===== src/rtl/i2c_instr_loader_if.sv =====
// Pin-level I2C lines and the instruction-memory write port of i2c_instr_loader.
// The slave modport is the loader's view; the master modport is the board/bench view.
interface i2c_instr_loader_if #(
  parameter int ADDR_W = 8
);
  logic              scl_i;
  logic              sda_i;
  logic              sda_oe;
  logic              imem_we;
  logic [ADDR_W-1:0] imem_addr;
  logic [31:0]       imem_wdata;

  modport slave (
    input  scl_i, sda_i,
    output sda_oe, imem_we, imem_addr, imem_wdata
  );

  modport master (
    output scl_i, sda_i,
    input  sda_oe, imem_we, imem_addr, imem_wdata
  );
endinterface


===== src/rtl/i2c_instr_loader.sv =====
// I2C write-only target that packs little-endian bytes into 32-bit words for instruction memory.
// Optional I2C_LOADER_OPCODE_CHECK_EN rejects words whose opcode is not a supported RV32I major opcode.
module i2c_instr_loader #(
  parameter logic [6:0] DEV_ADDR = 7'h42,
  parameter int         ADDR_W   = 8
) (
  input  logic              clk,
  input  logic              rst,
  i2c_instr_loader_if.slave bus,
  output logic              busy,
  output logic              load_done,
  output logic              err
);

  typedef enum logic [2:0] {
    IDLE,
    ADDR,
    ADDR_ACK,
    DATA,
    DATA_ACK,
    IGNORE
  } state_t;

  state_t state, state_nxt;

  logic [1:0]        scl_sync, sda_sync;
  logic              scl_q, sda_q;
  logic              scl_s, sda_s;
  logic              scl_rise, scl_fall;
  logic              start_det, stop_det;
  logic              sda_oe;

  logic [7:0]        shreg;
  logic [3:0]        bit_cnt;
  logic [1:0]        byte_idx;
  logic [23:0]       word_buf;
  logic [ADDR_W-1:0] word_cnt;
  logic              nack_pend;

  logic [7:0]        byte_now;
  logic              addr_match;
  logic              byte_done;
  logic              word_done;
  logic              opcode_ok;
  logic              word_fail;

  logic              imem_we_r;
  logic [ADDR_W-1:0] imem_addr_r;
  logic [31:0]       imem_wdata_r;

  // Sync flops reset to the idle-bus level so a reset never fabricates a START/STOP.
  always_ff @(posedge clk) begin
    if (rst) begin
      scl_sync <= 2'b11;
      sda_sync <= 2'b11;
      scl_q    <= 1'b1;
      sda_q    <= 1'b1;
    end else begin
      scl_sync <= {scl_sync[0], bus.scl_i};
      sda_sync <= {sda_sync[0], bus.sda_i};
      scl_q    <= scl_sync[1];
      sda_q    <= sda_sync[1];
    end
  end

  assign scl_s     = scl_sync[1];
  assign sda_s     = sda_sync[1];
  assign scl_rise  = scl_s & ~scl_q;
  assign scl_fall  = ~scl_s & scl_q;
  // Our own ACK pulls SDA, so SDA edges are ignored while we drive it.
  assign start_det = scl_s & scl_q & sda_q & ~sda_s & ~sda_oe;
  assign stop_det  = scl_s & scl_q & ~sda_q & sda_s & ~sda_oe;

  assign byte_now   = {shreg[6:0], sda_s};
  assign addr_match = (shreg[7:1] == DEV_ADDR) && !shreg[0];
  assign byte_done  = (state == DATA) && scl_rise && (bit_cnt == 4'd7);
  assign word_done  = byte_done && (byte_idx == 2'd3);
  assign word_fail  = word_done && !opcode_ok;

`ifdef I2C_LOADER_OPCODE_CHECK_EN
  always_comb begin
    opcode_ok = 1'b0;
    case (word_buf[6:0])
      7'b0110011, 7'b0010011, 7'b0000011,
      7'b0100011, 7'b1100011, 7'b1101111,
      7'b1100111, 7'b0110111, 7'b0010111: opcode_ok = 1'b1;
      default:                            opcode_ok = 1'b0;
    endcase
  end

  logic err_r;

  always_ff @(posedge clk) begin
    if (rst) begin
      err_r <= 1'b0;
    end else if (word_fail) begin
      err_r <= 1'b1;
    end
  end

  assign err = err_r;
`else
  assign opcode_ok = 1'b1;
  assign err       = 1'b0;
`endif

  always_ff @(posedge clk) begin
    if (rst) begin
      state <= IDLE;
    end else begin
      state <= state_nxt;
    end
  end

  // START and STOP override every state, including the ignore state.
  always_comb begin
    state_nxt = state;
    if (start_det) begin
      state_nxt = ADDR;
    end else if (stop_det) begin
      state_nxt = IDLE;
    end else begin
      case (state)
        IDLE:     state_nxt = IDLE;
        ADDR:     if (scl_fall && bit_cnt == 4'd8) state_nxt = addr_match ? ADDR_ACK : IGNORE;
        ADDR_ACK: if (scl_fall) state_nxt = DATA;
        DATA:     if (scl_fall && bit_cnt == 4'd8) state_nxt = nack_pend ? IGNORE : DATA_ACK;
        DATA_ACK: if (scl_fall) state_nxt = DATA;
        IGNORE:   state_nxt = IGNORE;
        default:  state_nxt = IDLE;
      endcase
    end
  end

  always_comb begin
    sda_oe = 1'b0;
    if (state == ADDR_ACK || state == DATA_ACK) begin
      sda_oe = 1'b1;
    end
  end

  always_ff @(posedge clk) begin
    if (rst) begin
      shreg        <= 8'd0;
      bit_cnt      <= 4'd0;
      byte_idx     <= 2'd0;
      word_buf     <= 24'd0;
      word_cnt     <= '0;
      nack_pend    <= 1'b0;
      busy         <= 1'b0;
      load_done    <= 1'b0;
      imem_we_r    <= 1'b0;
      imem_addr_r  <= '0;
      imem_wdata_r <= 32'd0;
    end else begin
      imem_we_r <= 1'b0;
      load_done <= 1'b0;

      if ((state == ADDR || state == DATA) && scl_rise && bit_cnt != 4'd8) begin
        shreg   <= byte_now;
        bit_cnt <= bit_cnt + 4'd1;
      end

      if (state != DATA && state_nxt == DATA) begin
        bit_cnt <= 4'd0;
      end

      if (state == ADDR && state_nxt == ADDR_ACK) begin
        busy     <= 1'b1;
        byte_idx <= 2'd0;
      end

      // Bytes 0..2 wait in word_buf; byte 3 completes the word in place.
      if (byte_done) begin
        if (byte_idx == 2'd3) begin
          byte_idx <= 2'd0;
          if (opcode_ok) begin
            imem_we_r    <= 1'b1;
            imem_addr_r  <= word_cnt;
            imem_wdata_r <= {byte_now, word_buf};
            word_cnt     <= word_cnt + ADDR_W'(1);
          end
        end else begin
          byte_idx <= byte_idx + 2'd1;
          case (byte_idx)
            2'd0:    word_buf[7:0]   <= byte_now;
            2'd1:    word_buf[15:8]  <= byte_now;
            default: word_buf[23:16] <= byte_now;
          endcase
        end
      end

      if (word_fail) begin
        nack_pend <= 1'b1;
      end

      if (start_det) begin
        bit_cnt   <= 4'd0;
        byte_idx  <= 2'd0;
        nack_pend <= 1'b0;
      end else if (stop_det) begin
        bit_cnt   <= 4'd0;
        byte_idx  <= 2'd0;
        nack_pend <= 1'b0;
        busy      <= 1'b0;
        load_done <= busy;
      end
    end
  end

  assign bus.sda_oe     = sda_oe;
  assign bus.imem_we    = imem_we_r;
  assign bus.imem_addr  = imem_addr_r;
  assign bus.imem_wdata = imem_wdata_r;

endmodule


===== src/flat_wrapper.sv =====
// flat-port wrapper written by rule: the top's interface ports become plain ports
module i2c_instr_loader_flat 
#(
  parameter logic [6:0] DEV_ADDR = 7'h42,
  parameter int         ADDR_W   = 8
)
  (clk, rst, busy, load_done, err, bus_scl_i, bus_sda_i, bus_sda_oe, bus_imem_we, bus_imem_addr, bus_imem_wdata);
  i2c_instr_loader_if #(.ADDR_W(ADDR_W)) bus_i ();
  input  logic clk;
  input  logic rst;
  output logic busy;
  output logic load_done;
  output logic err;
  input wire logic [$bits(bus_i.scl_i)-1:0] bus_scl_i;
  input wire logic [$bits(bus_i.sda_i)-1:0] bus_sda_i;
  output wire logic [$bits(bus_i.sda_oe)-1:0] bus_sda_oe;
  output wire logic [$bits(bus_i.imem_we)-1:0] bus_imem_we;
  output wire logic [$bits(bus_i.imem_addr)-1:0] bus_imem_addr;
  output wire logic [$bits(bus_i.imem_wdata)-1:0] bus_imem_wdata;
  assign bus_i.scl_i = bus_scl_i;
  assign bus_i.sda_i = bus_sda_i;
  assign bus_sda_oe = bus_i.sda_oe;
  assign bus_imem_we = bus_i.imem_we;
  assign bus_imem_addr = bus_i.imem_addr;
  assign bus_imem_wdata = bus_i.imem_wdata;
  i2c_instr_loader #(.DEV_ADDR(DEV_ADDR), .ADDR_W(ADDR_W)) u_core (.clk(clk), .rst(rst), .bus(bus_i), .busy(busy), .load_done(load_done), .err(err));
endmodule

===== config.mk =====
export PLATFORM = sky130hd
export DESIGN_NAME = i2c_instr_loader_flat
export DESIGN_NICKNAME = d
export VERILOG_FILES = /design/src/rtl/i2c_instr_loader_if.sv /design/src/rtl/i2c_instr_loader.sv /design/src/flat_wrapper.sv
export SDC_FILE = /design/constraint.sdc
export NUM_CORES = 1
export LEC_CHECK = 0
export ABC_AREA = 1
export BUFFER_PORTS_ARGS = -buffer_cell sky130_fd_sc_hd__buf_2
export CELL_PAD_IN_SITES_DETAIL_PLACEMENT = 1
export CELL_PAD_IN_SITES_GLOBAL_PLACEMENT = 2
export CORE_MARGIN = 3
export CORE_UTILIZATION = 30
export CTS_CLUSTER_SIZE = 30
export DETAILED_ROUTE_END_ITERATION = 12
export PLACE_DENSITY_LB_ADDON = 0.1
export SYNTH_ARGS = -nofsm -noshare
export SYNTH_HDL_FRONTEND = slang
export SYNTH_SLANG_ARGS = --single-unit

===== constraint.sdc =====
create_clock -name clk -period 1.4 [get_ports clk]
set_clock_uncertainty 0.1 [all_clocks]
set_input_delay 0.14 -clock clk [delete_from_list [all_inputs] [get_ports clk]]
set_output_delay 0.14 -clock clk [all_outputs]
set_load 0.05 [all_outputs]

# After elaboration in Yosys (flattened, before gate mapping)
# Index checks and enable logic that the tools add are counted.
[op_classes]
div = 0
bitwise = 18
n_addsub = 3
n_eq_ne = 14
n_reduce_logical = 23
shift = 0
magnitude_cmp = 0
muxes = 15
mul = 0
[ops]
columns = ["op", "n"]
rows = [
  ["$mux W3", 6],
  ["$eq A3 B2 Y1 const B", 4],
  ["$pmux W3 S4", 1],
  ["$and A1 B1 Y1", 9],
  ["$not A1 Y1", 9],
  ["$reduce_and A3 Y1", 3],
  ["$add A8 B1 Y8 const B", 1],
  ["$logic_and A1 B1 Y1", 8],
  ["$eq A7 B7 Y1 const B", 1],
  ["$eq A3 B3 Y1 const B", 2],
  ["$mux W2", 3],
  ["$reduce_or A2 Y1", 3],
  ["$reduce_or A3 Y1", 2],
  ["$mux W1", 5],
  ["$add A4 B1 Y4 const B", 1],
  ["$eq A4 B3 Y1 const B", 1],
  ["$eq A4 B4 Y1 const B", 1],
  ["$ne A4 B4 Y1 const B", 1],
  ["$reduce_or A4 Y1", 1],
  ["$eq A3 B1 Y1 const B", 1],
  ["$ne A3 B2 Y1 const B", 1],
  ["$add A2 B1 Y2 const B", 1],
  ["$eq A2 B1 Y1 const B", 1],
  ["$eq A2 B2 Y1 const B", 1],
  ["5 further kinds", 6],
]
[totals]
mem_count = 0
out_inout_bits = 45
ramBits = 0
romBits = 0
ff_bits = 98
inputBits = 4
latch_bits = 0
wordCells = 90

# Depth between registers and ports, before layout
[logic_depth]
depth_word = 12
mapped_depth = 12
mapped_depth_nobuf = 12

# Worst setup path before layout
# Ideal clock, no wire load.
[synth_path]
path_type = "register to register"
start = "register u_core.bit_cnt[0]"
end = "register u_core.word_cnt[7]"
setup_slack_ns = -0.114
path_buffers = 1
path_stages_with_launch = 10
setup_ns = 0.135
t_arrival_ns = 1.279
cell_sequence = "dfxtp_1 > ha_1 > nand3_1 > nor2_2 > nand2_4 > nor2_8 > inv_2 > buf_2 > nand2_1 > a21oi_2"
[synth_between]
elab_chain_len = 3
[synth_rtl]
columns = ["element", "line_no", "source"]
rows = [
  ["start: declaration", "i2c_instr_loader.sv:34", "logic [3:0] bit_cnt;"],
  ["start signal: assignment", "i2c_instr_loader.sv:161", "bit_cnt <= bit_cnt + 4'd1;"],
  ["$eq A4 B3 Y1", "i2c_instr_loader.sv:76", "assign byte_done = (state == DATA) && scl_rise && (bit_cnt == 4'd7);"],
  ["$logic_and A1 B1 Y1", "i2c_instr_loader.sv:76", ""],
  ["$reduce_and A2 Y1 (no source line)", "n/a", ""],
  ["end signal: assignment", "i2c_instr_loader.sv:181", "word_cnt <= word_cnt + ADDR_W'(1);"],
  ["end: declaration", "i2c_instr_loader.sv:37", "logic [ADDR_W-1:0] word_cnt;"],
]
# No other way between the ends.
# A chain may end at the register's enable or synchronous reset.

# Worst setup path after layout
[layout_path]
start = "register u_core.bit_cnt[1]"
end = "register u_core.word_buf[1]"
[layout_between]
elab_chain_len = 3
[layout_rtl]
columns = ["element", "line_no", "source"]
rows = [
  ["$eq A4 B3 Y1", "i2c_instr_loader.sv:76", ""],
  ["$logic_and A1 B1 Y1", "i2c_instr_loader.sv:76", ""],
  ["$reduce_and A3 Y1 (no source line)", "n/a", ""],
  ["end signal: assignment", "i2c_instr_loader.sv:186", "2'd0: word_buf[7:0] <= byte_now;"],
  ["end: declaration", "i2c_instr_loader.sv:36", "logic [23:0] word_buf;"],
]
# No other way between the ends.

==> flow_summary.yaml <==
power_and_ir_drop:
  netSwitchingFraction_pct: 22.32
  ir_drop_uv: 418.1
  p_per_area_mw_per_mm2: 862.0
  power_leakage_nw: 2.514
  intPower_w: 0.004053
  switchingPower_w: 0.001165
  seqPwrFrac_pct: 53.6
  power_frac_comb_pct: 3.4
  power.share.clock_pct: 43.0
routing:
  routedWlPerCell_microns: 14.90
  via_count: 3629
  dr.first_iter.drc_count: 99
  ant_nets: 0
  viasPerCell: 4.665
  drt_first_pass_iters: 4
  drt-total-wl_microns: 11590
  drc: 0
yosys:
  synth_flop_cell: "dfxtp_1"
  ys_types: 33
  synthTopCellsByArea: "dfxtp_1 (51%), a21oi_1 (7.2%), nand2_1 (7.1%)"
  seq_area_frac_synth_pct: 51.01
  synth_top_area_cell: "dfxtp_1"
  ys_ff_latch: 98
  synthXorXnorAreaFrac_pct: 1.139
  async_reset_ff_share_pct: 0
  synth-simple-area-share_pct: 22.80
  syn-num-nets: 494
  yosys_warnings: 0
  netlist.area_leader.share_pct: 51.01
  synthMuxAreaShare_pct: 0
  synth_top_family_by_area: "simple AND/OR/NAND/NOR gates"
  synth_fa_ha_area_share_pct: 2.277
  syn_inst: 483
  synth-edff-count: 0
  synth_most_common_cell: "dfxtp_1"
  synth_area_per_cell_sq_um: 7.963
  synthTopCellsByCount: "dfxtp_1 (98), nand2_1 (73), nor2_1 (66)"
  synth_area_sq_mm: 0.003846
  synth_compound_area_share_pct: 15.03
timing:
  rsz0062_at_grt: "yes"
  setup_ws_ns: -0.2580
  timing_hold_violations_final: 0
  fin_crit_sh_pct: 118.4
  finalSetupViolCount: 91
  slew_violations: 0
  period_needed_ns: 1.658
  max_freq_mhz: 603.1
  whs_ns: 0.1689
setup_path:
  required_ns: 1.58
  start_kind: "flop"
  crit_fanout: 8
  critPathKind: "reg -> reg"
  endpoint_kind: "flop"
  crit_path_start: "u_core.bit_cnt[1]"
  r2r-end: "u_core.word_buf[1]"
  reg2regPathDepth: 10
  endpoint: "u_core.word_buf[1]"
  r2r-start: "u_core.bit_cnt[1]"
  arrival_ns: 1.83
  reg2reg_slack_ns: -0.26
die:
  start_util_pct: 31.37
  die_w_microns: 119.2
  fp-row-count: 40
  die_h_microns: 119.2
  dieArea_sq_mm: 0.01422
  coreArea_sq_mm: 0.01226
  io_pins: 49
clock_network:
  clk_latency_ns: 0.34
  cts_root_buffer: "clkbuf_16"
  cts_tree: "yes"
  clockBufferDepth: 2
  cts_htree_levels: 3
  numCtsBuffers: 9
  path_clk_slew_ns: 0.07
  cts.sinks: 98
finish:
  n_antenna_cell: 0
  n_fill_cell: 1418
  drive_above_1_share_pct: 49.18
  final_nets: 617
  layout-area-overhead-vs-synth_pct: 57.38
  design_area_sq_mm: 0.006053
outcome:
  violations: "setup timing"
  outcome: "complete, but fails checks"
placement:
  finalWeightedCongestion: 0.7268
  detailedPlace.worstSlack_ns: -0.2927
  portBuffers: 47
  place_area_sq_mm: 0.004728
  hpwl_microns: 7137
grt:
  grtUsageMet1_pct: 20.46
  grt_max_degree: 40
  antenna_found_initial: 0
  grt_pass1_wl_microns: 18890
  grtUsageMet2_pct: 28.12
  track_usage_pct: 16.40
  gr-total-overflow: 0
  first_global_vias: 3736
  top_usage_layer: "met2"
  grt_use_met3_pct: 3.276
worst_hold_path:
  holdCritPathClass: "in -> reg"
run:
  max-cap-violations: 0
[final cells by class]
class	instances	area [sq um]	area share, %
tap	168	210.2	3.473
multi-input combinational	323	2213	36.56
sequential	98	1973	32.60
inverter	36	167.7	2.770
clock buffer	10	229.0	3.783
timing repair buffer	138	1229	20.30
clock inverter	5	31.28	0.5167
[worst max-delay path, stage by stage (launching register included)]
cell and delay (ns):
dfxtp_4 0.38, ha_4 0.15, nand3_4 0.08, nor2_4 0.12, nand2_4 0.09, buf_12 0.14
clkinv_8 0.05, buf_12 0.14, buf_12 0.14, nand3_2 0.07, a21oi_2 0.12
[state kept, by name, summed over array words and instances (netlist names), 2 cells and up]
name and count:
u_core.byte_idx 2, u_core.shreg 8, u_core.state 3, u_core.bus.imem_wdata 32, u_core.sda_sync 2, u_core.bit_cnt 4, u_core.scl_sync 2, u_core.word_buf 24
u_core.bus.imem_addr 8, u_core.word_cnt 8
[layer usage]
layer / wire (microns) / part of all wire, % / vias to the layer above
met5: 0 / 0 / -
met2: 5959 / 51 / 47
li1: - / - / 1820
met4: 212 / 1.8 / 0
met3: 280 / 2.4 / 11
met1: 5142 / 44 / 1751
[repair_timing]
item	4_1_cts	5_1_grt
resized for setup	132	82
gates cloned	6	1
pin swaps	18	20
hold buffers	2	0
endpoints found under the hold margin	2	0
endpoints found under the setup margin	92	92
setup buffers	18	8
[worst min-delay path by stage]
stage / start / endpoint / slack, ns / cells after the start
6_report: rst / u_core.word_buf[7] / 0.17 / 3
2_1_floorplan: bus_scl_i / u_core.scl_sync[0] / 0.14 / 1
3_5_place_dp: bus_sda_i / u_core.sda_sync[0] / 0.23 / 2
5_1_grt: rst / u_core.word_buf[9] / 0.18 / 3
4_1_cts: rst / u_core.word_buf[3] / 0.14 / 3
3_3_place_gp: bus_sda_i / u_core.sda_sync[0] / 0.22 / 2
[power groups by stage]
stage | registers, W | logic (W) | clock network (W)
4_1_cts | 0.00280 | 0.000169 | 0.00234
3_3_place_gp | 0.00287 | 0.000139 | 0
5_1_grt | 0.00280 | 0.000194 | 0.00246
6_report | 0.00280 | 0.000178 | 0.00224
3_5_place_dp | 0.00287 | 0.000141 | 0
2_1_floorplan | 0.00287 | 0.0000735 | 0
[through the flow]
step / util, % / instances / power [W] / TNS [ns]
after floorplan: - / 483 / 0.002940 / -1.871
after global placement: 38.56 / 730 / 0.003004 / -11.57
after detailed placement: 38.56 / 730 / 0.003006 / -14.90
after CTS: 46.05 / 771 / 0.005306 / -11.29
after global routing: 49.37 / 778 / 0.005451 / -23.70
final: 49.37 / 778 / 0.005218 / -15.24
[logic make-up (layout without fill, tap and decap cells)]
kind of cell | count (synthesis) | after routing
AOI/OAI and AO/OA | 112 | 112
xor gates and xnor gates | 5 | 5
adders and majority gates | 7 | 7
buffers and inverters | 62 | 189
DFF | 98 | 98
other | 1 | 1
and+or+nand+nor | 198 | 198
[layout by cell type, fill, tap and decap left out, types with 3 or more instances in the layout]
| master | n |
|---|---|
| buf_2 | 46 |
| o21ai_1 | 24 |
| nand2_4 | 16 |
| o21ai_2 | 11 |
| buf_8 | 5 |
| a21oi_2 | 32 |
| inv_1 | 25 |
| nand3_4 | 7 |
| clkbuf_16 | 10 |
| nand3_1 | 5 |
| xor2_1 | 4 |
| or2_2 | 5 |
| inv_2 | 6 |
| nand2_2 | 18 |
| dfxtp_2 | 3 |
| inv_4 | 3 |
| clkinv_2 | 3 |
| nor2_4 | 8 |
| nand3_2 | 21 |
| nor3_1 | 7 |
| nor2_2 | 7 |
| nand2_1 | 42 |
| a21oi_1 | 27 |
| o21ai_0 | 15 |
| buf_6 | 8 |
| nor2_1 | 54 |
| ha_1 | 5 |
| buf_4 | 61 |
| buf_16 | 4 |
| buf_12 | 11 |
| dfxtp_1 | 93 |
(Power assumes the default switching activity.)
